===== config.mk =====
export PLATFORM = sky130hd
export DESIGN_NAME = game_timer
export DESIGN_NICKNAME = d
export VERILOG_FILES = /design/src/rtl/game_pkg.sv /design/src/rtl/game_timer_tick_gen.sv /design/src/rtl/game_timer.sv
export SDC_FILE = /design/constraint.sdc
export NUM_CORES = 1
export LEC_CHECK = 0
export BUFFER_PORTS_ARGS = -buffer_cell sky130_fd_sc_hd__buf_2
export CAP_MARGIN = 20
export CORE_UTILIZATION = 60
export CTS_CLUSTER_SIZE = 28
export DETAILED_ROUTE_END_ITERATION = 8
export PLACE_DENSITY_LB_ADDON = 0.3
export SETUP_SLACK_MARGIN = 0.15
export SYNTH_ARGS = -nofsm -noshare
export SYNTH_HDL_FRONTEND = slang
export SYNTH_HIERARCHICAL = 1
export SYNTH_SLANG_ARGS = --single-unit

===== constraint.sdc =====
create_clock -name clk -period 5.9 [get_ports clk]
set_clock_uncertainty 0.15 [all_clocks]
set_input_delay 0.295 -clock clk [delete_from_list [all_inputs] [get_ports clk]]
set_output_delay 0.295 -clock clk [all_outputs]
set_load 0.02 [all_outputs]

===== src/rtl/game_pkg.sv =====
// Shared game definitions: game-control state codes and BCD helpers used by
// the round timer and the game-control FSM.
package game_pkg;

  typedef enum logic [2:0] {
    GS_IDLE     = 3'd0,
    GS_MENU     = 3'd1,
    GS_RUNGAME  = 3'd2,
    GS_GAMEOVER = 3'd3
  } game_state_e;

  // Codes 4..7 are unassigned and behave like idle.
  function automatic logic gs_is_idle_like(input logic [2:0] gs);
    return !((gs == GS_RUNGAME) || (gs == GS_GAMEOVER));
  endfunction

  // Two-digit BCD decrement done digit-wise; ones wrap 0 -> 9 and borrow from tens.
  function automatic logic [7:0] bcd_dec(input logic [7:0] v);
    logic [7:0] r;
    if (v[3:0] == 4'd0) begin
      r = {v[7:4] - 4'd1, 4'd9};
    end else begin
      r = {v[7:4], v[3:0] - 4'd1};
    end
    return r;
  endfunction

endpackage


===== src/rtl/game_timer_tick_gen.sv =====
// Prescaler producing a registered one-cycle pulse every CLK_HZ enabled cycles.
// The pulse appears the cycle after the prescaler wraps, so an enable drop
// on the wrap cycle holds the count and no pulse is produced.
module tick_gen #(
  parameter int CLK_HZ = 25_000_000
) (
  input  logic clk,
  input  logic reset,
  input  logic clear,
  input  logic enable,
  output logic tick
);

  localparam int            PW  = (CLK_HZ > 1) ? $clog2(CLK_HZ) : 1;
  localparam logic [PW-1:0] TOP = PW'(CLK_HZ - 1);

  logic [PW-1:0] cnt_q, cnt_d;
  logic          tick_q, tick_d;

  // Next prescaler value and wrap pulse.
  always_comb begin
    cnt_d  = cnt_q;
    tick_d = 1'b0;
    if (clear) begin
      cnt_d = '0;
    end else if (enable) begin
      if (cnt_q == TOP) begin
        cnt_d  = '0;
        tick_d = 1'b1;
      end else begin
        cnt_d = cnt_q + 1'b1;
      end
    end
  end

  // Prescaler and pulse registers.
  always_ff @(posedge clk) begin
    if (reset) begin
      cnt_q  <= '0;
      tick_q <= 1'b0;
    end else begin
      cnt_q  <= cnt_d;
      tick_q <= tick_d;
    end
  end

  assign tick = tick_q;

endmodule


===== src/rtl/game_timer.sv =====
// Round countdown timer: BCD seconds display, 1 Hz tick, low-time warning
// and game-over flag for the game-control FSM.
//
// state      | meaning
// -----------+---------------------------------------------------------
// ST_LOADED  | digits hold the round length, waiting for rungame
// ST_RUNNING | counting down one second per tick (pause/gameover freeze)
// ST_EXPIRED | reached 00, GO held until idle/menu returns to LOADED
module game_timer
  import game_pkg::*;
#(
  parameter int CLK_HZ       = 25_000_000,
  parameter int GAME_SECONDS = 60
) (
  input  logic       clk,
  input  logic       reset,
  input  logic [2:0] game_state,
  input  logic       pause,
  output logic [3:0] time_tens,
  output logic [3:0] time_ones,
  output logic       tick_1hz,
  output logic       warning,
  output logic       GO
);

  typedef enum logic [1:0] {
    ST_LOADED  = 2'd0,
    ST_RUNNING = 2'd1,
    ST_EXPIRED = 2'd2
  } timer_state_e;

  localparam logic [3:0] LOAD_TENS = 4'(GAME_SECONDS / 10);
  localparam logic [3:0] LOAD_ONES = 4'(GAME_SECONDS % 10);

  timer_state_e state_q, state_d;
  logic [3:0]   tens_q, tens_d, ones_q, ones_d;
  logic         warn_q, warn_d, go_q, go_d;
  logic         run_req, abort, tick, tg_clear, tg_enable;

  assign run_req = (game_state == GS_RUNGAME);
  assign abort   = gs_is_idle_like(game_state);

  // Prescaler runs only while counting; it restarts from 0 on entry to RUNNING,
  // so the entry edge already counts as the first prescaler cycle.
  assign tg_clear  = (state_d != ST_RUNNING);
  assign tg_enable = (state_d == ST_RUNNING) && run_req && !pause;

  tick_gen #(.CLK_HZ(CLK_HZ)) u_tick_gen (
    .clk    (clk),
    .reset  (reset),
    .clear  (tg_clear),
    .enable (tg_enable),
    .tick   (tick)
  );

  // Next state, digits and flags; every output is registered from these.
  always_comb begin
    state_d = state_q;
    tens_d  = tens_q;
    ones_d  = ones_q;
    case (state_q)
      ST_LOADED: begin
        if (run_req) state_d = (GAME_SECONDS == 0) ? ST_EXPIRED : ST_RUNNING;
      end
      ST_RUNNING: begin
        if (abort) state_d = ST_LOADED;
        else if (tick && (tens_q == 4'd0) && (ones_q == 4'd1)) state_d = ST_EXPIRED;
      end
      ST_EXPIRED: begin
        if (abort) state_d = ST_LOADED;
      end
      default: state_d = ST_LOADED;
    endcase

    case (state_d)
      ST_LOADED: begin
        tens_d = LOAD_TENS;
        ones_d = LOAD_ONES;
      end
      ST_EXPIRED: begin
        tens_d = 4'd0;
        ones_d = 4'd0;
      end
      default: begin
        if (tick) {tens_d, ones_d} = bcd_dec({tens_q, ones_q});
      end
    endcase

    warn_d = (state_d == ST_RUNNING) &&
             ((tens_d == 4'd0) || ((tens_d == 4'd1) && (ones_d == 4'd0)));
    go_d   = (state_d == ST_EXPIRED);
  end

  // State, digit and flag registers.
  always_ff @(posedge clk) begin
    if (reset) begin
      state_q <= ST_LOADED;
      tens_q  <= LOAD_TENS;
      ones_q  <= LOAD_ONES;
      warn_q  <= 1'b0;
      go_q    <= 1'b0;
    end else begin
      state_q <= state_d;
      tens_q  <= tens_d;
      ones_q  <= ones_d;
      warn_q  <= warn_d;
      go_q    <= go_d;
    end
  end

  assign time_tens = tens_q;
  assign time_ones = ones_q;
  assign tick_1hz  = tick;
  assign warning   = warn_q;
  assign GO        = go_q;

endmodule


==> metrics.md <==
| Metric | Value |
|---|---|
| Multi-input gate area | `roughly 1000 um^2` |
| Detailed router's first-iteration violation count | `a little under 100` |
| Flop pwr share | `66.4%` |
| Nets | `approximately 240` |
| Cell Area, Placed | `just under 2000 um^2` |
| Switching Share | `between 20% and 30%` |
| Share of cells above drive strength 1 | `between 10 and 15%` |
| Initial core utilization | `roughly two thirds` |
| Core area | `about 2900 um^2` |
| Hold Path Origin | `reset` |
| Startpoint Class | `register` |
| Worst R2R Path Depth | `11` |
| Rel. slew slack | `between 30% and 40%` |
| CTS clk-pin slew, worst paths | `approximately 110 ps` |
| Maximum VDD drop | `between 0.15 and 0.2 mV` |
| CP Max Fanout | `25` |
| DP HPWL | `2848 um` |
| Outcome | `complete, but fails checks` |
| Post-synthesis sequential area ratio | `about 41%` |
| Largest net degree at the start of global routing | `26` |
| R2R Path Start | `time_tens[0]$_SDFF_PP0_` |
| Tmin final | `~3800 ps` |
| Finished Cell Area | `2001 um^2` |
| Postcts setup bufs | `0` |
| Placed cell count | `250` |
| Total negative setup slack | `0 ps` |
| Final WS setup | `~2100 ps` |
| # fillers | `229` |
| DR vias | `1600` |
| Worst-Margin Slew | `between 1000 and 1500 ps` |
| Post-route ant nets | `0` |
| Top post-synthesis cells by area | `dfxtp_1, xnor2_1, a21oi_1, nor2_1, nand4_1` |
| CTS Hold Bufs | `0` |
| Row count | `19` |
| Critical path, cell by cell | `inv_1, ha_1, nor4b_1, a311oi_1, nand2b_1, nor4_1, buf_4, nand4_1, or3_1, o31ai_4, nor2_1` |
| Final Hold Viols | `0` |
| Die height | `57.93 um` |
| Slowest cell on crit path | `o31ai_4` |
| Failing checks | `DRC` |
| Buf/Inv on CP | `2` |
| Routed wire length | `between 3000 and 4000 um` |
| RSZ-0062 raised after global routing | `false` |
| Post-Syn Instances | `around 210` |
| Vias in the first global route | `1541` |
| Storage element area | `760.7 um^2` |
| Min-delay worst type | `input pin to register` |
| #FFs+latches synth | `38` |
| Most frequent cells in the layout | `dfxtp_1, nor2_1, a21oi_1, buf_2, xnor2_1` |
| Root Driver | `clkbuf_4` |
| Initial antenna violation count | `0` |
| Slew Viols, Final | `0` |
| Power per cell area | `slightly below 200 nW/um^2` |
| DR WL/cell | `14.96 um` |
| Instance count on the critical path | `11` |
| Worst EP arrival | `about 3800 ps` |
| Setup CP Type | `register to register` |
| Final Setup Violations | `0` |
| Syn_area_per_cell | `slightly below 9 um^2` |
| Max incr delay on CP | `920 ps` |
| Comb pwr share | `roughly 2.6%` |
| Period Utilization, post-route | `64.64%` |
| Longest Clk Path Bufs | `2` |
| Area growth, synth to finish | `6.600%` |
| Lkg Pwr | `0.6184 nW` |
| CTS Buf Count | `5` |
| Synthesized net count | `between 200 and 250` |
| Total track usage | `between 20% and 30%` |
| Worst skew pair latency | `roughly 330 ps` |
| Vias per cell | `roughly 6.2` |
| Critical path required time | `5920 ps` |
| WHS Endpoint | `GO$_SDFF_PP0_` |
| First-pass DRT Iterations | `6` |
| Internal | `0.3061 mW` |
| CTS tree | `done` |
| Post-Synthesis Cell Area | `between 1500 and 2000 um^2` |
| Clock power share | `31.1%` |
| Non-Filler Instances | `approximately 260` |
| Antenna diodes | `0` |
| Worst Hold Depth | `3` |
| CTS HTree Levels | `2` |
| Max Cap Viol | `0` |
| CP Capture Type | `register` |
| Top delay family on crit path | `compound AO/OA/AOI/OAI gates` |
| Clock Sinks | `38` |
| Synth unique cells | `44` |
| Top cell type's share of synthesized area | `40.53%` |
| IO Count | `17` |
| Worst r2r dst | `u_tick_gen/cnt_q[9]$_SDFFE_PP0P_` |
| Chip width | `57.93 um` |
| Overall die area | `3356 um^2` |
| Cell taking the most area after synthesis | `dfxtp_1` |
| Synth Warn # | `6` |
| Net Switching | `0.08232 mW` |
| Drt drc | `2` |
| First-pass GRT wire length | `approximately 6700 um` |
| Most common cell after layout, fill and taps aside | `dfxtp_1` |
| Flop-to-flop setup slack | `roughly 2100 ps` |
| FMAX | `about 0.26 GHz` |
| GPL Wtd Cong | `around 0.84` |
| Grt ovf | `0` |
| Port bufs | `16` |
| Post-cts resize count | `0` |
| Place WS | `~2200 ps` |
cells in the mapped netlist (all sizes together):
library cell   n
ha             3
nor4           4
xnor2         12
buf            6
o31ai          7
inv            6
or2            3
nor4b          3
a21oi         18
and4           2
nor2          23
nor3           5
xor2           6
a211o          1
mux2i          1
o21ai          7
clkbuf         3
and2           2
nand3          9
and3           2
nand2b         6
or4b           2
or3            6
nor3b          2
nor2b          1
nor4bb         1
nand4b         2
or4            6
dfxtp         38
a211oi         2
nand4         11
nand2         10
a311oi         1
state kept, by name (all words and copies together), names as in the netlist:
name	flops
GO	1
warning	1
time_tens	4
time_ones	4
u_tick_gen/tick	1
u_tick_gen/cnt_q	25
state_q	2
cell type report:
class,instances,share of cell area (%)
flip-flops and latches,38,38.02
multi-input cells,158,52.28
clock buffers,7,2.251
inverters,6,1.126
repair buffers,17,4.378
well taps,31,1.939
stage by stage:
stage | power, mW | hold WS, ps | util [%]
2_1_floorplan | 0.2700 | 300.9 | -
3_3_place_gp | 0.2729 | 324.3 | 68.55
3_5_place_dp | 0.2736 | 335.1 | 68.55
4_1_cts | 0.3905 | 117.3 | 70.13
5_1_grt | 0.4021 | 126.6 | 70.13
6_report | 0.3884 | 132.2 | 70.13
tightest hold or removal path: stages:
cell	delay, ps
buf_2	100
or2_2	130
a21oi_1	40
routing by layer:
layer	track usage (%)	up-vias	part of all wire [%]
met3	6.473	11	4.3
met4	10.54	0	2.3
met2	43.35	35	48
met5	0	-	0
li1	-	797	-
met1	31.69	757	45
worst max-delay path by stage:
stage	startpoint	to
2_1_floorplan	time_tens[0]$_SDFF_PP0_	u_tick_gen/cnt_q[22]$_SDFFE_PP0P_
3_3_place_gp	time_tens[0]$_SDFF_PP0_	u_tick_gen/cnt_q[4]$_SDFFE_PP0P_
3_5_place_dp	time_tens[0]$_SDFF_PP0_	u_tick_gen/cnt_q[3]$_SDFFE_PP0P_
4_1_cts	time_tens[0]$_SDFF_PP0_	u_tick_gen/cnt_q[9]$_SDFFE_PP0P_
5_1_grt	time_tens[0]$_SDFF_PP0_	u_tick_gen/cnt_q[8]$_SDFFE_PP0P_
6_report	time_tens[0]$_SDFF_PP0_	u_tick_gen/cnt_q[9]$_SDFFE_PP0P_
kinds of logic (layout without fill, tap and decap cells):
group,count (synthesis),after routing,share of synthesized area [%]
compound gates,36,36,12.13
xor+xnor,18,18,8.400
fa+ha+maj,3,3,2.000
buf+inv,15,30,3.733
flops,38,38,40.53
mux,1,1,0.5334
simple gates,100,100,32.67
power by group through the flow:
stage / registers (mW) / logic (mW) / clock network [mW]
2_1_floorplan: 0.264 / 0.00602 / 0
3_3_place_gp: 0.264 / 0.00934 / 0
3_5_place_dp: 0.264 / 0.00991 / 0
4_1_cts: 0.258 / 0.00997 / 0.123
5_1_grt: 0.258 / 0.0110 / 0.133
6_report: 0.258 / 0.00999 / 0.121
(Power assumes the default switching activity.)
